<file path="src/rtl/cpu_pkg.sv">
// Shared CPU decode/execute definitions: immediate extension mode encodings.
// Latency: n/a (constants only).
// Backpressure: n/a.
package cpu_pkg;

   localparam int EXT_OP_W = 3;

   // Extension modes; any encoding with bit 2 set is illegal.
   localparam logic [EXT_OP_W-1:0] EXT_ZERO  = 3'b000;
   localparam logic [EXT_OP_W-1:0] EXT_SIGN  = 3'b001;
   localparam logic [EXT_OP_W-1:0] EXT_HIGH  = 3'b010;
   localparam logic [EXT_OP_W-1:0] EXT_SSHL2 = 3'b011;

endpackage

</file>
<file path="src/rtl/imm_ext_pipe_if.sv">
// Decode->execute immediate channel: input handshake with raw immediate/op/tag, output handshake with result.
// Latency: n/a (wires only).
// Backpressure: in_ready / out_ready valid-ready pairs.
// Modports: master = upstream/downstream environment, slave = the extender pipe stage.
interface imm_ext_pipe_if
   import cpu_pkg::*;
#(
   parameter int IN_W  = 16,
   parameter int OUT_W = 32,
   parameter int TAG_W = 8
) ();

   logic                in_valid;
   logic                in_ready;
   logic [IN_W-1:0]     in_imm;
   logic [EXT_OP_W-1:0] in_op;
   logic [TAG_W-1:0]    in_tag;
   logic                out_valid;
   logic                out_ready;
   logic [OUT_W-1:0]    out_imm;
   logic [TAG_W-1:0]    out_tag;
   logic                out_err;

   modport master (
      output in_valid, in_imm, in_op, in_tag, out_ready,
      input  in_ready, out_valid, out_imm, out_tag, out_err
   );

   modport slave (
      input  in_valid, in_imm, in_op, in_tag, out_ready,
      output in_ready, out_valid, out_imm, out_tag, out_err
   );

endinterface

</file>
<file path="src/rtl/imm_ext_core.sv">
// Purely combinational immediate extender: (imm_i, op_i) -> (imm_o, err_o).
// Latency: 0 cycles.
// Backpressure: none (no state).
// Ports: imm_i raw immediate, op_i extension mode, imm_o extended value, err_o illegal mode.
module imm_ext_core
   import cpu_pkg::*;
#(
   parameter int IN_W  = 16,
   parameter int OUT_W = 32
) (
   input  logic [IN_W-1:0]     imm_i,
   input  logic [EXT_OP_W-1:0] op_i,
   output logic [OUT_W-1:0]    imm_o,
   output logic                err_o
);

   logic [OUT_W-1:0] sext;

   assign sext = {{(OUT_W-IN_W){imm_i[IN_W-1]}}, imm_i};

   always_comb begin
      imm_o = '0;
      err_o = 1'b0;
      case (op_i)
         EXT_ZERO:  imm_o = {{(OUT_W-IN_W){1'b0}}, imm_i};
         EXT_SIGN:  imm_o = sext;
         EXT_HIGH:  imm_o = {imm_i, {(OUT_W-IN_W){1'b0}}};
         // Branch offsets: word-scaled sign extension, top two bits fall off.
         EXT_SSHL2: imm_o = {sext[OUT_W-3:0], 2'b00};
         default:   err_o = 1'b1;
      endcase
   end

endmodule

</file>
<file path="src/rtl/imm_ext_pipe.sv">
// Registered immediate extender between decode and execute with a head + skid register pair (strict FIFO).
// Latency: 1 cycle from accept to out_valid when empty.
// Backpressure: in_ready = !skid_valid (state only); outputs held stable while out_valid && !out_ready.
// Ports: clk, rst (sync, active-high), flush (only with IMM_EXT_FLUSH_EN defined), bus (imm_ext_pipe_if.slave).
module imm_ext_pipe
   import cpu_pkg::*;
#(
   parameter int IN_W  = 16,
   parameter int OUT_W = 32,
   parameter int TAG_W = 8
) (
   input  logic clk,
   input  logic rst,
`ifdef IMM_EXT_FLUSH_EN
   input  logic flush,
`endif
   imm_ext_pipe_if.slave bus
);

   logic flush_w;
`ifdef IMM_EXT_FLUSH_EN
   assign flush_w = flush;
`else
   assign flush_w = 1'b0;
`endif

   logic [OUT_W-1:0] ext_imm;
   logic             ext_err;

   imm_ext_core #(.IN_W(IN_W), .OUT_W(OUT_W)) u_core (
      .imm_i (bus.in_imm),
      .op_i  (bus.in_op),
      .imm_o (ext_imm),
      .err_o (ext_err)
   );

   logic             head_vld_q, head_vld_d;
   logic [OUT_W-1:0] head_imm_q, head_imm_d;
   logic [TAG_W-1:0] head_tag_q, head_tag_d;
   logic             head_err_q, head_err_d;
   logic             skid_vld_q, skid_vld_d;
   logic [OUT_W-1:0] skid_imm_q, skid_imm_d;
   logic [TAG_W-1:0] skid_tag_q, skid_tag_d;
   logic             skid_err_q, skid_err_d;

   logic push;
   logic pop;

   // A push coinciding with flush is discarded.
   assign push = bus.in_valid && !skid_vld_q && !flush_w;
   assign pop  = head_vld_q && bus.out_ready;

   always_comb begin
      head_vld_d = head_vld_q;
      head_imm_d = head_imm_q;
      head_tag_d = head_tag_q;
      head_err_d = head_err_q;
      skid_vld_d = skid_vld_q;
      skid_imm_d = skid_imm_q;
      skid_tag_d = skid_tag_q;
      skid_err_d = skid_err_q;

      if (pop) begin
         if (skid_vld_q) begin
            head_vld_d = 1'b1;
            head_imm_d = skid_imm_q;
            head_tag_d = skid_tag_q;
            head_err_d = skid_err_q;
            skid_vld_d = 1'b0;
         end else begin
            head_vld_d = 1'b0;
         end
      end

      if (push) begin
         // Head is free (or drains this cycle with nothing behind it): new data goes straight to the head.
         if (!head_vld_q || (pop && !skid_vld_q)) begin
            head_vld_d = 1'b1;
            head_imm_d = ext_imm;
            head_tag_d = bus.in_tag;
            head_err_d = ext_err;
         end else begin
            skid_vld_d = 1'b1;
            skid_imm_d = ext_imm;
            skid_tag_d = bus.in_tag;
            skid_err_d = ext_err;
         end
      end

      // Flush drops occupancy only; data registers keep their contents.
      if (flush_w) begin
         head_vld_d = 1'b0;
         skid_vld_d = 1'b0;
      end
   end

   always_ff @(posedge clk) begin
      if (rst) begin
         head_vld_q <= 1'b0;
         head_imm_q <= '0;
         head_tag_q <= '0;
         head_err_q <= 1'b0;
         skid_vld_q <= 1'b0;
         skid_imm_q <= '0;
         skid_tag_q <= '0;
         skid_err_q <= 1'b0;
      end else begin
         head_vld_q <= head_vld_d;
         head_imm_q <= head_imm_d;
         head_tag_q <= head_tag_d;
         head_err_q <= head_err_d;
         skid_vld_q <= skid_vld_d;
         skid_imm_q <= skid_imm_d;
         skid_tag_q <= skid_tag_d;
         skid_err_q <= skid_err_d;
      end
   end

   assign bus.in_ready  = !skid_vld_q;
   assign bus.out_valid = head_vld_q;
   assign bus.out_imm   = head_imm_q;
   assign bus.out_tag   = head_tag_q;
   assign bus.out_err   = head_err_q;

endmodule

</file>
<file path="src/flat_wrapper.sv">
// flat-port wrapper written by rule: the top's interface ports become plain ports
module imm_ext_pipe_flat import cpu_pkg::*;
#(
   parameter int IN_W  = 16,
   parameter int OUT_W = 32,
   parameter int TAG_W = 8
)
  (clk, rst, bus_in_valid, bus_in_imm, bus_in_op, bus_in_tag, bus_out_ready, bus_in_ready, bus_out_valid, bus_out_imm, bus_out_tag, bus_out_err);
  imm_ext_pipe_if #(.IN_W(IN_W), .OUT_W(OUT_W), .TAG_W(TAG_W)) bus_i ();
  input  logic clk;
  input  logic rst;
  input wire logic [$bits(bus_i.in_valid)-1:0] bus_in_valid;
  input wire logic [$bits(bus_i.in_imm)-1:0] bus_in_imm;
  input wire logic [$bits(bus_i.in_op)-1:0] bus_in_op;
  input wire logic [$bits(bus_i.in_tag)-1:0] bus_in_tag;
  input wire logic [$bits(bus_i.out_ready)-1:0] bus_out_ready;
  output wire logic [$bits(bus_i.in_ready)-1:0] bus_in_ready;
  output wire logic [$bits(bus_i.out_valid)-1:0] bus_out_valid;
  output wire logic [$bits(bus_i.out_imm)-1:0] bus_out_imm;
  output wire logic [$bits(bus_i.out_tag)-1:0] bus_out_tag;
  output wire logic [$bits(bus_i.out_err)-1:0] bus_out_err;
  assign bus_i.in_valid = bus_in_valid;
  assign bus_i.in_imm = bus_in_imm;
  assign bus_i.in_op = bus_in_op;
  assign bus_i.in_tag = bus_in_tag;
  assign bus_i.out_ready = bus_out_ready;
  assign bus_in_ready = bus_i.in_ready;
  assign bus_out_valid = bus_i.out_valid;
  assign bus_out_imm = bus_i.out_imm;
  assign bus_out_tag = bus_i.out_tag;
  assign bus_out_err = bus_i.out_err;
  imm_ext_pipe #(.IN_W(IN_W), .OUT_W(OUT_W), .TAG_W(TAG_W)) u_core (.clk(clk), .rst(rst), .bus(bus_i));
endmodule
</file>
<file path="config.mk">
export PLATFORM = sky130hd
export DESIGN_NAME = imm_ext_pipe_flat
export DESIGN_NICKNAME = d
export VERILOG_FILES = /design/src/rtl/cpu_pkg.sv /design/src/rtl/imm_ext_pipe_if.sv /design/src/rtl/imm_ext_core.sv /design/src/rtl/imm_ext_pipe.sv /design/src/flat_wrapper.sv
export SDC_FILE = /design/constraint.sdc
export NUM_CORES = 1
export LEC_CHECK = 0
export BUFFER_PORTS_ARGS = -buffer_cell sky130_fd_sc_hd__buf_4
export CAP_MARGIN = 20
export CORE_MARGIN = 8
export CORE_UTILIZATION = 43
export CTS_BUF_LIST = sky130_fd_sc_hd__clkbuf_16
export CTS_CLUSTER_SIZE = 12
export DETAILED_ROUTE_END_ITERATION = 7
export HOLD_SLACK_MARGIN = 0.06
export PLACE_DENSITY = 0.64
export SYNTH_ARGS = -nofsm -noshare
export SYNTH_HDL_FRONTEND = slang
export SYNTH_SLANG_ARGS = --single-unit
</file>
<file path="constraint.sdc">
create_clock -name clk -period 1.3 [get_ports clk]
set_input_delay 0.065 -clock clk [delete_from_list [all_inputs] [get_ports clk]]
set_output_delay 0.065 -clock clk [all_outputs]
set_load 0.1 [all_outputs]
</file>
==> results.md <==
* WS Path Type: reg -> reg
* Clk sinks at 84
* Worst EP required at 1.56 ns
* Relative slew slack at 0.5210
* Worst r2r src: u_core.skid_vld_q$_SDFF_PP0_
* Reg clk slew, reported paths at 0.06 ns
* Final wirelength at 12720 um
* Worst-Skew Late Latency at 0.33 ns
* Max cap viols at 0
* Area Growth Syn to Fin at 37.55%
* Reg2Reg Depth at 5
* Fin Setup TNS at -0.4347 ns
* Syn Inst Count at 465
* Worst R2R End: u_core.skid_imm_q[28]$_SDFFE_PP0P_
* Outcome: complete, but fails checks
* CTS Buf Count at 9
* Period minus WS final at 1.361 ns
* Synth Cell Area at 4155 um^2
* Worst Path Buf+Inv at 2
* Drt drc at 0
* Clk buf depth at 2
* Die H at 114.3 um
* Vias/cell at 5.906
* DR WL/cell at 18.71 um
* Core Region at 9594 um^2
* Hold path depth at 3
* Maximum vdd drop at 0.0006221 V
* FF+latch count, synth at 84
* CP Capture Type: flop
* Endpoints failing setup at 23
* Fin crit share at 1.047
* Final net count at 573
* Min-delay src: bus_in_imm[9]
* RSZ-0062 raised after global routing: true
* Critical path's largest stage delay at 0.38 ns
* Grt ovf at 0
* 1st-pass router iterations at 5
* Fmax at 734.7 MHz
* Number of core rows at 36
* Layout cell share with drive strength beyond 1 at 0.3382
* Worst Path Arrival at 1.62 ns
* Final worst slack at -0.06117 ns
* Crit path cell chain: buf_6, and4bb_4, buf_12, o21ai_1, a21oi_1
* Area contributors post-synth: dfxtp_1 (40%), a211oi_1 (7.4%), mux2i_1 (6.5%), a21oi_1 (5.2%), nand2_1 (4.5%)
* Synth unique cells at 38
* CTS tree: yes
* Vias at 4016
* Pwr Density at 1260 nW/um^2
* Final hold vios at 0
* Most frequent cells in the layout: buf_4 (94), dfxtp_1 (74), nand2_1 (50)
* Max Transition Viols Final at 0
* Clock root cell: clkbuf_16
* Fin Clk Skew at 0.006436 ns
* Initial antenna violation count at 0
* Yosys top cell area share at 0.4047
* Largest net degree at the start of global routing at 48
* Failing checks: negative setup slack
* YS warnings at 0
* Tot GR Track Use at 0.1850
* Port Buf Inserts at 73
* DIE WIDTH at 114.3 um
* GPL Wtd Cong at 0.7824
* Post-synth top area cell: dfxtp_1
* P_leak at 2.242 nW
* Post-Syn Nets at 496
* Hold Crit Endpoint: u_core.bus.out_imm[11]$_SDFF_PP0_
* Full die area at 13060 um^2
* Reg2reg setup slack at -0.06 ns
* H-tree levels at 3
* Startpoint types: flop
* Final HPWL DP at 8138 um
* End-of-flow core utilization at 0.5957
* Vias in the first global route at 3846
* Crit path max-delay family: flip-flops
* First-pass GRT wire length at 19420 um
* Commonest non-fill, non-tap cell in the layout: buf_4
* Post-detailed-route count of antenna-violating nets at 0
* Syn avg cell area at 8.936 um^2
* IO Pins at 74
* Slowest cell on the critical path: dfxtp_4
* Register area share after synthesis at 0.4047
* Ant. Diodes at 0
* Initial Util at 0.4331
* Hold Path Class: in -> reg
* Critical Path Fanout Max at 14
* DR iter-0 viols at 301
* Slew of the pin with the lowest slew margin at 0.7089 ns
==> flip-flops by register name, summed over array words and instances (netlist names) <==
name                  flops
u_core.bus.out_valid      1
u_core.bus.out_tag        8
u_core.skid_err_q         1
u_core.bus.out_imm       32
u_core.bus.out_err        1
u_core.skid_imm_q        32
u_core.skid_tag_q         8
u_core.skid_vld_q         1
==> logic make-up after synthesis <==
group,Yosys count,share of synthesized area
AO/OA/AOI/OAI,146,0.2400
buffers and inverters,60,0.07558
flip-flops,84,0.4047
multiplexers,27,0.06504
AND/OR/NAND/NOR,148,0.2147
==> what timing repair did <==
item / CTS / global route
setup endpoints to repair: 77 / 79
cloned: 0 / 4
setup buffers: 0 / 4
gates resized for setup: 7 / 35
hold buffers: 11 / 0
hold endpoints to repair: 11 / 0
pin swaps: 0 / 23
==> synthesized netlist by cell type <==
library cell	count
nor4_1	14
nand4bb_1	1
buf_4	8
and4bb_1	2
nand2_2	1
nor3_1	9
nand2_1	50
a21oi_1	43
nand3b_1	1
o31ai_1	1
clkbuf_1	12
inv_1	3
nor2_1	2
buf_6	2
nand4_1	2
and4_1	15
a221oi_1	15
mux2i_1	27
nor3b_1	1
a311oi_1	2
or2_1	1
buf_2	35
a211oi_1	41
a21o_1	12
dfxtp_1	84
nor4bb_1	9
o21ai_0	1
nand3_2	1
and3b_1	1
nor2b_1	2
nand3_1	15
nor2_2	1
a211o_1	14
and4bb_2	4
and4b_1	1
o21ai_1	15
a211oi_2	2
nand2b_1	15
==> tightest hold or removal path, delay by kind of cell <==
| family | cells | cell delay [ns] |
|---|---|---|
| AO/OA/AOI/OAI | 1 | 0.08 |
| buffers and inverters | 1 | 0.13 |
| AND/OR/NAND/NOR | 1 | 0.08 |
==> how the worst max path moves through the flow <==
stage                                          from                            endpoint  slack (ns)  cells after the start
finish                 u_core.skid_vld_q$_SDFF_PP0_  u_core.skid_imm_q[28]$_SDFFE_PP0P_       -0.06                      5
global route           u_core.skid_vld_q$_SDFF_PP0_   u_core.bus.out_imm[17]$_SDFF_PP0_       -0.11                      5
CTS                    u_core.skid_vld_q$_SDFF_PP0_  u_core.skid_imm_q[31]$_SDFFE_PP0P_       -0.03                      5
detailed placement     u_core.skid_vld_q$_SDFF_PP0_    u_core.bus.out_imm[3]$_SDFF_PP0_       -0.23                      3
global placement       u_core.skid_vld_q$_SDFF_PP0_   u_core.bus.out_imm[11]$_SDFF_PP0_       -0.17                      3
floorplan           u_core.bus.out_valid$_SDFF_PP0_    u_core.bus.out_imm[2]$_SDFF_PP0_       -0.11                      5
==> layer usage <==
layer / up-vias / global-route usage / share of wire
li1: 1910 / - / -
met1: 1961 / 0.2289 / 0.44
met2: 129 / 0.3107 / 0.49
met3: 16 / 0.03270 / 0.057
met4: 0 / 0.07453 / 0.015
met5: - / 0 / 0
==> power by group <==
| part | leakage, nW | switching [W] | total, W | internal [W] |
|---|---|---|---|---|
| logic | 1.42 | 0.00139 | 0.00200 | 0.000615 |
| registers | 0.690 | 0.0000903 | 0.00280 | 0.00271 |
| clock network | 0.134 | 0.00109 | 0.00240 | 0.00130 |
==> metrics by stage <==
stage / setup WS, ns / instance area, um^2 / std cells / hold WS, ns / total power [W]
after floorplan: -0.1064 / 4287 / 465 / 0.2010 / 0.004231
after global placement: -0.1703 / 5009 / 645 / 0.3213 / 0.004679
after detailed placement: -0.2286 / 5009 / 645 / 0.3338 / 0.004705
after CTS: -0.03212 / 5425 / 672 / 0.06663 / 0.007114
after global routing: -0.1080 / 5715 / 680 / 0.06853 / 0.007438
final: -0.06117 / 5715 / 680 / 0.07474 / 0.007200
==> layout make-up <==
type	count	area [um^2]
Clock buffer	9	225.2
Clock inverter	7	51.30
Fill cell	832	3879
Inverter	3	11.26
Multi-Input combinational cell	321	2415
Sequential cell	84	1699
Tap cell	133	166.4
Timing Repair Buffer	123	1147
(Power assumes the default switching activity.)
